`config.mk`:
```
export PLATFORM = sky130hd
export DESIGN_NAME = glb_bus_issuer
export DESIGN_NICKNAME = d
export VERILOG_FILES = /design/src/rtl/glb_bus_issuer.sv
export SDC_FILE = /design/constraint.sdc
export NUM_CORES = 1
export LEC_CHECK = 0
export BUFFER_PORTS_ARGS = -buffer_cell sky130_fd_sc_hd__buf_2
export CAP_MARGIN = 0
export CELL_PAD_IN_SITES_DETAIL_PLACEMENT = 0
export CELL_PAD_IN_SITES_GLOBAL_PLACEMENT = 1
export CORE_ASPECT_RATIO = 0.9
export CORE_MARGIN = 2
export CORE_UTILIZATION = 30
export CTS_CLUSTER_DIAMETER = 200
export DETAILED_ROUTE_END_ITERATION = 12
export PLACE_DENSITY_LB_ADDON = 0.2
export SLEW_MARGIN = 20
export SYNTH_ARGS = -nofsm -noshare
export SYNTH_HDL_FRONTEND = slang
export SYNTH_SLANG_ARGS = --single-unit
export TNS_END_PERCENT = 20
```
`constraint.sdc`:
```
create_clock -name clk -period 13.15 [get_ports clk]
set_clock_uncertainty 0.2 [all_clocks]
set_input_delay 3.2875 -clock clk [delete_from_list [all_inputs] [get_ports clk]]
set_output_delay 3.2875 -clock clk [all_outputs]
set_load 0.01 [all_outputs]
```
`src/rtl/glb_bus_issuer.sv`:
```
// glb_bus_issuer: streams GLB read-FIFO words onto the X-bus tagged with Y_ID/X_ID
module glb_bus_issuer #(
  parameter int DATA_WIDTH = 16,
  parameter int NUM_COL = 8,
  parameter int NUM_ROW = 8,
  localparam int XW = $clog2(NUM_COL) + 1,
  localparam int YW = $clog2(NUM_ROW) + 1,
  localparam int RW = $clog2(255 * NUM_COL * NUM_ROW + 1)
) (
  input  logic                  clk,
  input  logic                  rst,
  input  logic                  start_i,
  input  logic [XW-1:0]         cfg_x_len_i,
  input  logic [YW-1:0]         cfg_y_len_i,
  input  logic [7:0]            cfg_wpt_i,
  input  logic                  src_empty_i,
  output logic                  src_rd_en_o,
  input  logic [DATA_WIDTH-1:0] src_data_i,
  output logic [DATA_WIDTH-1:0] bus_data_o,
  output logic [XW-1:0]         bus_x_id_o,
  output logic [YW-1:0]         bus_y_id_o,
  output logic                  bus_valid_o,
  input  logic                  bus_ready_i,
  output logic                  busy_o,
  output logic                  done_o
);
  typedef enum logic [1:0] {IDLE, RUN, DONE} state_t;
  state_t state_q, state_d;
  logic [XW-1:0] x_len_q, x_len_d, x_q, x_d, infl_x_q, hx_q, hx_d, tx_q, tx_d, xl_c;
  logic [YW-1:0] y_len_q, y_len_d, y_q, y_d, infl_y_q, hy_q, hy_d, ty_q, ty_d, yl_c;
  logic [7:0] wpt_q, wpt_d, w_q, w_d;
  logic [RW-1:0] rem_q, rem_d;
  logic [DATA_WIDTH-1:0] hd_q, hd_d, td_q, td_d;
  logic [1:0] cnt_q, cnt_d, occ;
  logic infl_q, rd, pop, push, w_last, x_last;
  assign xl_c = cfg_x_len_i > XW'(NUM_COL) ? XW'(NUM_COL) : cfg_x_len_i;
  assign yl_c = cfg_y_len_i > YW'(NUM_ROW) ? YW'(NUM_ROW) : cfg_y_len_i;
  assign bus_valid_o = cnt_q != 2'd0;
  assign bus_data_o = bus_valid_o ? hd_q : '0;
  assign bus_x_id_o = bus_valid_o ? hx_q : '0;
  assign bus_y_id_o = bus_valid_o ? hy_q : '0;
  assign busy_o = state_q == RUN;
  assign done_o = state_q == DONE;
  assign src_rd_en_o = rd;
  always_comb begin
    state_d = state_q;
    x_len_d = x_len_q;
    y_len_d = y_len_q;
    wpt_d = wpt_q;
    w_d = w_q;
    x_d = x_q;
    y_d = y_q;
    rem_d = rem_q;
    hd_d = hd_q;
    hx_d = hx_q;
    hy_d = hy_q;
    td_d = td_q;
    tx_d = tx_q;
    ty_d = ty_q;
    pop = bus_valid_o && bus_ready_i;
    push = infl_q;
    // a word popped this cycle frees its slot, keeping one word per cycle flowing
    occ = cnt_q + {1'b0, infl_q} - {1'b0, pop};
    rd = (state_q == RUN) && !rst && !src_empty_i && (rem_q != '0) && (occ < 2'd2);
    cnt_d = cnt_q + {1'b0, push} - {1'b0, pop};
    w_last = w_q == wpt_q - 8'd1;
    x_last = x_q == x_len_q - XW'(1);
    if (pop) begin
      if (cnt_q == 2'd2) begin
        hd_d = td_q;
        hx_d = tx_q;
        hy_d = ty_q;
      end else if (push) begin
        hd_d = src_data_i;
        hx_d = infl_x_q;
        hy_d = infl_y_q;
      end
    end else if (cnt_q == 2'd0 && push) begin
      hd_d = src_data_i;
      hx_d = infl_x_q;
      hy_d = infl_y_q;
    end
    if (push && ((cnt_q == 2'd1 && !pop) || (cnt_q == 2'd2 && pop))) begin
      td_d = src_data_i;
      tx_d = infl_x_q;
      ty_d = infl_y_q;
    end
    if (state_q == IDLE && start_i) begin
      x_len_d = xl_c;
      y_len_d = yl_c;
      wpt_d = cfg_wpt_i;
      w_d = '0;
      x_d = '0;
      y_d = '0;
      rem_d = RW'(cfg_wpt_i) * RW'(xl_c) * RW'(yl_c);
      state_d = (cfg_wpt_i == '0 || cfg_x_len_i == '0 || cfg_y_len_i == '0) ? DONE : RUN;
    end
    if (rd) begin
      w_d = w_last ? 8'd0 : w_q + 8'd1;
      x_d = w_last ? (x_last ? '0 : x_q + XW'(1)) : x_q;
      y_d = (w_last && x_last) ? y_q + YW'(1) : y_q;
      rem_d = rem_q - RW'(1);
    end
    if (state_q == RUN && rem_q == '0 && !infl_q && pop && cnt_q == 2'd1) state_d = DONE;
    if (state_q == DONE) state_d = IDLE;
  end
  always_ff @(posedge clk) begin
    if (rst) begin
      state_q <= IDLE;
      x_len_q <= '0;
      y_len_q <= '0;
      wpt_q <= '0;
      w_q <= '0;
      x_q <= '0;
      y_q <= '0;
      rem_q <= '0;
      cnt_q <= '0;
      infl_q <= 1'b0;
      infl_x_q <= '0;
      infl_y_q <= '0;
      hd_q <= '0;
      hx_q <= '0;
      hy_q <= '0;
      td_q <= '0;
      tx_q <= '0;
      ty_q <= '0;
    end else begin
      state_q <= state_d;
      x_len_q <= x_len_d;
      y_len_q <= y_len_d;
      wpt_q <= wpt_d;
      w_q <= w_d;
      x_q <= x_d;
      y_q <= y_d;
      rem_q <= rem_d;
      cnt_q <= cnt_d;
      infl_q <= rd;
      infl_x_q <= x_q;
      infl_y_q <= y_q;
      hd_q <= hd_d;
      hx_q <= hx_d;
      hy_q <= hy_d;
      td_q <= td_d;
      tx_q <= tx_d;
      ty_q <= ty_d;
    end
  end
endmodule

```
# Yosys cells after proc, flatten, opt, wreduce, memory -nomap -nowiden

Cells that the tools add are included.

Logic and storage cells: 109
Input bits: 37
Register bits after elaboration: 103
Output and inout bits: 28

Magnitude comparators: 3
Reduce and logical (&&, ||, !) cells: 38
Muxes and demuxes: 31
Equal/unequal tests: 9
Multipliers: 2
Add/subtract/negate cells: 8

Operators with widths:

| cell                  | count |
|---|---|
| $mux 16               | 5 |
| $mux 4                | 18 |
| $mux 14               | 2 |
| $mux 8                | 3 |
| $logic_and 1x1->1     | 15 |
| $logic_not 14->1      | 1 |
| $mul 12x4->14         | 1 |
| $reduce_bool 14->1    | 1 |
| $sub 14x1->14 const B | 1 |
| $mul 8x4->12          | 1 |
| $add 4x1->4 const B   | 2 |
| $add 8x1->8 const B   | 1 |
| $eq 8x8->1            | 1 |
| $gt 4x4->1 const B    | 2 |
| $logic_not 4->1       | 2 |
| $logic_not 8->1       | 1 |
| $reduce_bool 2->1     | 4 |
| $sub 8x1->8 const B   | 1 |
| $mux 2                | 3 |
| $reduce_and 2->1      | 3 |
| $eq 2x1->1 const B    | 2 |
| $eq 2x2->1 const B    | 2 |
| $eq 4x4->1            | 1 |
| $logic_not 1->1       | 4 |
| 10 further kinds      | 14 |

# Depth between registers and ports, before layout

Gate-level depths: netlist (run 1).

Depth in word-level cells: 7
Gate-level depth with buffers: 27
Mapped depth without buffers: 26

# Worst setup path after synthesis (run 1)

No wires, ideal clock.

Path kind: input -> register
From: input cfg_x_len_i[3]
To: register rem_q[13]
Cell stages on the path: 26
Arrival time: 8664 ps
Library setup time: 121 ps
Path slack: 4165 ps
Cells stage by stage: clkbuf_1 nor2b_1 nand2_1 fa_1 inv_1 fa_1 ha_1 a211oi_1 o21bai_1 a21oi_1 o21bai_1 a21oi_1 xor2_1 nor2_1 fa_1 inv_1 fa_1 inv_1 ha_1 a21o_1 a21o_1 a21oi_1 o21ai_1 xnor2_1 xnor2_1 o22ai_1

Cells in the longest elaborated chain, start to end: 6

Ends and longest elaborated chain:

| item                 | RTL line | text |
|---|---|---|
| from (decl)          | 13       | `input logic [XW-1:0] cfg_x_len_i,` |
| $gt 4x4->1           | 36       | `assign xl_c = cfg_x_len_i > XW'(NUM_COL) ? XW'(NUM_COL) : cfg_x_len_i;` |
| $mux 4 (*)           | 36       |  |
| $mul 8x4->12 (*)     | 95       | `rem_d = RW'(cfg_wpt_i) * RW'(xl_c) * RW'(yl_c);` |
| $mul 12x4->14 (*)    | 95       |  |
| $mux 14 (*)          | 88       | `if (state_q == IDLE && start_i) begin` |
| $mux 14 (*)          | 98       | `if (rd) begin` |
| to (signal assigned) | 135      | `rem_q <= rem_d;` |
| to (decl)            | 32       | `logic [RW-1:0] rem_q, rem_d;` |

Mark *: on every way between the ends. The rest lies on a longest branch, timed or not. The select of a mux whose other input is x is not followed.
A chain may end at the register's enable or synchronous reset.

# Worst setup path after layout (run 1)

From: input cfg_x_len_i[3]
To: register rem_q[11]

The elaborated chain is that of the path after synthesis.

==> metrics.md, run 1 <==
| Metric | Value |
|---|---|
| TNS Setup | 0 ps |
| Grt ovf | 0 |
| Cell variety after synth | just over 70 |
| Sw Share | between 30% and 40% |
| CP Data Arrival Time | about 9300 ps |
| Internal | 624.3 uW |
| Worst endpoint required time | 13180 ps |
| Die width | around 170 microns |
| Top cell type's share of synthesized area | 29.33% |
| Register area share after synthesis | between 20% and 30% |
| Via Count | 6011 |
| H-tree levels | 3 |
| Critical path buffer and inverter count | 4 |
| Gr usage total | 15.35% |
| Ys Warns | 0 |
| FMAX | approximately 0.11 GHz |
| Flops & latches, synth | slightly above 100 |
| Final HPWL DP | between 10000 and 15000 microns |
| Core Rows | between 50 and 60 |
| CTS resizes | 0 |
| Clock share of power | a little over a quarter |
| Routed Antenna Nets | 0 |
| Lkg Pwr | approximately 3.3 nW |
| Most frequent cells in the layout | nand2_1 (164), dfxtp_1 (103), nor2_1 (79), a21oi_1 (70), inv_1 (65) |
| # IOs | 65 |
| Post-Synthesis Cell Area | 7029 sq um |
| CP Capture Type | register |
| GPL Wtd Cong | between 0.7 and 0.8 |
| Worst-path fanout max | 13 |
| Status | finished clean |
| CP delay by family, top | adder cells |
| Min Tclk post-route | 9240 ps |
| Max-slew violations | 0 |
| Number of enable flip-flop cells after synthesis | 0 |
| Dpl ws | ~3500 ps |
| Tcrit/Tclk final | between 70% and 80% |
| First-pass GRT wire length | ~30000 microns |
| IO Port Bufs | 64 |
| DRC errors left | 0 |
| Final setup fails | 0 |
| Async SR Flop Fraction | 0% |
| Flop pwr share | between 30 and 40% |
| Syn avg cell area | between 7 and 8 sq um |
| VDD IR-drop max | 0.05738 mV |
| Max-slew headroom | ~44% |
| Worst-path clk slew | roughly 70 ps |
| DIE HEIGHT | ~150 microns |
| Synthesized net count | slightly below 1k |
| Post-CTS Setup Inserts | 0 |
| Non-filler instance count after layout | 1239 |
| Cts-stage hold buffer count | 0 |
| Top Layer Used | met4 |
| Total power | 1.003 mW |
| DRC marker count from the first detailed-route iteration | around 240 |
| Most common flop cell mapped by yosys | dfxtp_1 |
| TritonCTS buffer count | 9 |
| Clk root buf | clkbuf_16 |
| CTS tree | done |
| Largest net degree at the start of global routing | 75 |
| Final WS setup | 3910 ps |
| Main area contributors after synthesis | dfxtp_1 (29%), fa_1 (9.1%), nand2_1 (8.8%), ha_1 (6.8%), a21oi_1 (5.0%) |
| Met2 routed wirelength | around 7500 microns |
| Clock latency on the worst-skew pair | ~360 ps |
| DRT Pass-1 Iters | 4 |
| Mapped Cells | about 890 |
| Worst hold slack | 255.4 ps |
| Cells after DPL | between 1k and 1.5k |
| Critical Path Max Stage Delay | 540 ps |
| Sw power | 378.7 uW |
| CP most frequent cell | fa_1 |
| Layout Nets | 1039 |
| Design Area, Final | between 7000 and 8000 sq um |
| Core Region | about 23000 sq um |
| Commonest non-fill, non-tap cell in the layout | nand2_1 |
| Layout Utilization | about a third |
| Routed WL | 17820 microns |
| RSZ-0062 raised after global routing | no |
| Final hold violations | 0 |
| Syn-to-layout area delta | 12.98% |
| DRT met1 WL | 9316 microns |
| Sink Count | slightly above 100 |
| DIE AREA | about 25000 sq um |
| Pwr per Cell Area | 126.3 nW/um^2 |
| Worst Setup Start Kind | primary input |
| Largest area contributor in the netlist | dfxtp_1 |
| ANT cells | 0 |
| Type of the worst setup path | in -> reg |
| MaxCap Viol Count | 0 |
| Slew @ Worst Pin | 830.8 ps |
| CP max-delay cell | fa_1 |
| Cells along the critical path | buf_2 > nor2b_1 > nand2_1 > fa_1 > inv_1 > fa_1 > fa_1 > a21oi_1 > nor2b_1 > nor2_1 > xor2_1 > nor2_1 > fa_1 > inv_1 > fa_1 > inv_1 > ha_1 > or4_1 > o221ai_1 > nand2b_1 > a21oi_1 > xor2_1 > a211oi_2 |
| Number of global-route vias before repair | between 5k and 6k |
| DP Area | between 7000 and 8000 sq um |
| DR WL met3 | ~660 microns |
| Maximum buffer depth of the clock tree | 2 |
| Worst min path class | reg -> reg |
| Drt via density | between 4 and 5 |
| Share of total power in combinational logic | between 30% and 40% |
| Antenna violations before repair | 0 |
| Starting Density | 30.29% |
| Routed WL per cell | 14.38 microns |
| Layout cells sized above 1 | between 10% and 20% |
## path summary, 6_finish.rpt
path              slack [ps]           start        end  cells after the start
setup / recovery        3910  cfg_x_len_i[3]  rem_q[11]                     23
hold / removal           260         td_q[3]    td_q[3]                      2
setup reg to reg        9540        cnt_q[1]     y_q[3]                     14
hold reg to reg          260         td_q[3]    td_q[3]                      2
## worst reg2reg max path, stage by stage (launching register included)
cell and delay (ps):
dfxtp_1 390, nor2_2 130, buf_4 300, nor2b_1 90, ha_1 280, inv_1 40
ha_1 170, xor2_1 150, xnor2_1 280, o311ai_4 130, buf_4 240, inv_4 210
nand3_2 260, or4_1 540, a21oi_1 140
## power groups by stage
stage / Sequential, mW / Combinational (mW) / Clock, mW
2_1_floorplan: 0.376 / 0.277 / 0
3_3_place_gp: 0.385 / 0.368 / 0
3_5_place_dp: 0.386 / 0.365 / 0
4_1_cts: 0.379 / 0.367 / 0.276
5_1_grt: 0.385 / 0.416 / 0.286
6_report: 0.379 / 0.361 / 0.264
## Yosys cell counts (3+ instances only)
master / number
a21o_1: 5
nor4_1: 4
and2_1: 26
o22ai_1: 4
a31o_2: 3
nand3b_1: 3
nand3_1: 13
a311oi_1: 24
or2_2: 6
a211oi_1: 4
nor2_1: 80
clkbuf_1: 30
o21ai_1: 7
nand2b_1: 8
or3_1: 5
a22o_1: 3
ha_1: 38
o21a_1: 5
dfxtp_1: 103
xnor2_1: 15
o31ai_1: 3
nand4_1: 5
fa_1: 32
nand2_1: 164
xor2_1: 23
o21ai_0: 5
nor2b_1: 42
nor3_1: 19
buf_1: 5
mux2i_1: 4
o21bai_1: 5
buf_4: 3
a21oi_1: 70
inv_1: 65
or4_1: 5
a31oi_1: 7
## logic make-up (layout without fill, tap and decap cells)
kind of cell	after synthesis	in the layout	share of synthesized area (%)
flip-flops	103	103	29.33
AND/OR/NAND/NOR	397	397	27.15
multiplexers	4	4	0.5696
adder cells (fa/ha/maj)	70	70	15.88
AO/OA/AOI/OAI	168	168	16.23
XOR/XNOR	38	38	4.735
buffers and inverters	108	157	6.105
## layout make-up
| type | count | area [sq um] |
|---|---|---|
| clock buffers | 9 | 225.2 |
| clock inverters | 7 | 65.06 |
| fillers | 2506 | 15270 |
| inverters | 67 | 254.0 |
| multi-input cells | 677 | 4554 |
| flip-flops and latches | 103 | 2062 |
| well taps | 302 | 377.9 |
| repair buffers | 74 | 402.9 |
## flip-flops by register name, indices dropped and copies added, names as in the netlist, 4 cells and up
signal,cells
hd_q,16
hx_q,4
hy_q,4
infl_x_q,4
infl_y_q,4
rem_q,14
td_q,16
tx_q,4
ty_q,4
w_q,8
wpt_q,8
x_len_q,4
x_q,4
y_q,4
## metal layers
metal  vias up  track usage (%)
met1      2830            22.45
met2        75            22.96
li1       3082                -
met3        24            2.724
met5         -                0
met4         0            4.612
No activity file was read; power rests on OpenSTA's default activity.
==> run 2, diff against run 1 <==
==> constraint.sdc (replaced) <==
create_clock -name clk -period 7.9 [get_ports clk]
set_clock_uncertainty 0.2 [all_clocks]
set_input_delay 1.975 -clock clk [delete_from_list [all_inputs] [get_ports clk]]
set_output_delay 1.975 -clock clk [all_outputs]
set_load 0.01 [all_outputs]
==> metrics.md, run 2 (synthesis gave the netlist of run 1 again) <==
| Metric | Value |
|---|---|
| Status | finished clean |
| Flop pwr share | 37.1% (-0.7 points) |
| First-pass GRT wire length | 30220 microns (about the same) |
| Drt via density | 4.817 (-0.71%) |
| MaxCap Viol Count | 0 (unchanged) |
| DRC errors left | 0 (unchanged) |
| DRC marker count from the first detailed-route iteration | 314 (+32%) |
| Final setup fails | 0 (unchanged) |
| Worst-path fanout max | 8 (-5) |
| Core Rows | 53 (unchanged) |
| RSZ-0062 raised after global routing | no |
| Sink Count | 103 (unchanged) |
| Lkg Pwr | 3.378 nW (+2.5%) |
| Type of the worst setup path | in -> reg |
| GPL Wtd Cong | 0.7901 (+0.86%) |
| Maximum buffer depth of the clock tree | 2 (unchanged) |
| Pwr per Cell Area | 210.7 nW/um^2 (+67%) |
| Max-slew headroom | 47.54% (+3.4 points) |
| Via Count | 6031 (+0.33%) |
| Layout cells sized above 1 | 14.00% (+1.5 points) |
| Routed WL | 17910 microns (+0.53%) |
| Starting Density | 30.29% (unchanged) |
| Max-slew violations | 0 (unchanged) |
| Routed Antenna Nets | 0 (unchanged) |
| Critical R2R Capture | y_q[3] |
| Die width | 165.4 microns (unchanged) |
| DRT Pass-1 Iters | 4 (unchanged) |
| FMAX | 0.1342 GHz |
| Final hold violations | 0 (unchanged) |
| Worst Setup EP | rem_q[11] |
| Final WS setup | 450.9 ps (-3460 ps) |
| DIE HEIGHT | 149.2 microns (unchanged) |
| Worst Setup Start Kind | primary input |
| Tcrit/Tclk final | 94.29% |
| TritonCTS buffer count | 9 (unchanged) |
| Layout Nets | 1052 (+1.3%) |
| Largest regs | hd_q (16), td_q (16), rem_q (14) |
| CP Capture Type | register |
| Internal | 1.063 mW (+70%) |
| Syn-to-layout area delta | 14.74% |
| Gr usage total | 15.29% (-0.067 points) |
| H-tree levels | 3 (unchanged) |
| Routed WL per cell | 14.31 microns (-0.51%) |
| TNS Setup | 0 ps (unchanged) |
| CTS tree | done |
| Antenna violations before repair | 0 (unchanged) |
| Worst min path class | reg -> reg |
| Most frequent cells in the layout | nand2_1 (164), dfxtp_1 (103), nor2_1 (79), a21oi_1 (70), inv_1 (65) |
| Core Region | 23210 sq um (unchanged) |
| Slew @ Worst Pin | 779.7 ps (-51.11 ps) |
| Final HPWL DP | 13250 microns (+1.5%) |
| Worst endpoint required time | 7910 ps (-5270 ps) |
| Clk root buf | clkbuf_16 |
| Min Tclk post-route | 7449 ps |
| ANT cells | 0 (unchanged) |
| IO Port Bufs | 64 (unchanged) |
| Cts-stage hold buffer count | 0 (unchanged) |
| Commonest non-fill, non-tap cell in the layout | nand2_1 |
| DIE AREA | 24670 sq um (unchanged) |
| VDD IR-drop max | 0.1021 mV (+78%) |
| Reg2reg start | cnt_q[1] |
| Clock latency on the worst-skew pair | 350 ps (about the same) |
| Worst-path clk slew | 70 ps (about the same) |
| Worst r2r path cells | 13 (-1) |
| Number of global-route vias before repair | 5841 (-0.017%) |
| Sw power | 636.5 uW (+68%) |
| Clock share of power | 26.5% (+0.2 points) |
| CP Data Arrival Time | 7460 ps (-1810 ps) |
| Grt ovf | 0 (unchanged) |
| Dpl ws | 32.71 ps (-3507 ps) |
| Largest net degree at the start of global routing | 60 (-20%) |
| Worst Setup SP | cfg_x_len_i[2] |
| Reg-to-reg setup timing slack | 4440 ps (-5100 ps) |
| Sw Share | 37.46% (-0.30 points) |
| # IOs | 65 (unchanged) |
| Share of total power in combinational logic | 36.4% (+0.5 points) |
## run 2: cell count changes in the layout (fill, tap and decap cells not counted), sizes merged
cell / delta
clkinvlp: -3
clkinv: +2
clkbuf: +1
buf: +13
## run 2: worst min path at each step
stage                           start  endpoint  slack [ps]  cells after the start
after floorplan           infl_x_q[0]   tx_q[0]         230                      2
after global placement       td_q[15]  td_q[15]         240                      2
after detailed placement      td_q[3]   td_q[3]         250                      2
after CTS                 infl_y_q[3]   ty_q[3]         250                      2
after global routing          td_q[3]   td_q[3]         270                      2
final                     infl_y_q[3]   ty_q[3]         250                      2
## run 2: per-stage QoR
stage	power, mW	cell area (sq um)	utilization (%)	hold WS (ps)	std cells
after floorplan	1.087	7029	-	232.1	888
after global placement	1.266	7726	33.29	242.2	1234
after detailed placement	1.266	7749	33.39	246.5	1236
after CTS	1.727	8050	34.68	254.1	1252
after global routing	1.839	8065	34.75	274.2	1252
final	1.699	8065	34.75	252.8	1252
## run 2: what timing repair did
action                                  CTS  global route
endpoints found under the setup margin    0             2
buffers inserted                          0             0
resized for setup                         0             2
## run 2: final cells by class
type / instances / area (sq um)
multi-input cells: 677 / 4569
clock buffers: 10 / 239.0
repair buffers: 87 / 500.5
clock inverters: 6 / 62.56
fillers: 2530 / 15140
well taps: 302 / 377.9
inverters: 67 / 254.0
flip-flops and latches: 103 / 2062
## run 2: layer usage
metal / wire length [microns] / GRT usage [%] / part of all wire [%]
met3: 760 / 2.752 / 4.2
met5: 0 / 0 / 0
met4: 135 / 2.328 / 0.75
met2: 7619 / 23.25 / 43
met1: 9398 / 22.90 / 52
## run 2: power by group through the flow
stage               Clock [mW]  Combinational [mW]  Sequential [mW]
floorplan                    0               0.461            0.626
global placement             0               0.624            0.642
detailed placement           0               0.623            0.642
CTS                      0.469               0.627            0.630
global route             0.488               0.712            0.640
finish                   0.450               0.618            0.630
## run 2: worst max-delay path: stages
cell      delay (ps)
buf_2            100
nor2b_1          140
buf_4            160
and2_1           170
fa_1             500
inv_1             50
fa_1             530
inv_1             40
ha_1             340
a21oi_1          240
nor2b_1           80
nor2_1           160
xor2_2           220
nor2_1            80
fa_1             490
inv_1             50
fa_1             530
inv_1             40
ha_1             210
or4_1            590
o221ai_2         240
nand2b_1          90
a21oi_1          170
xor2_1           190
a211oi_2          80
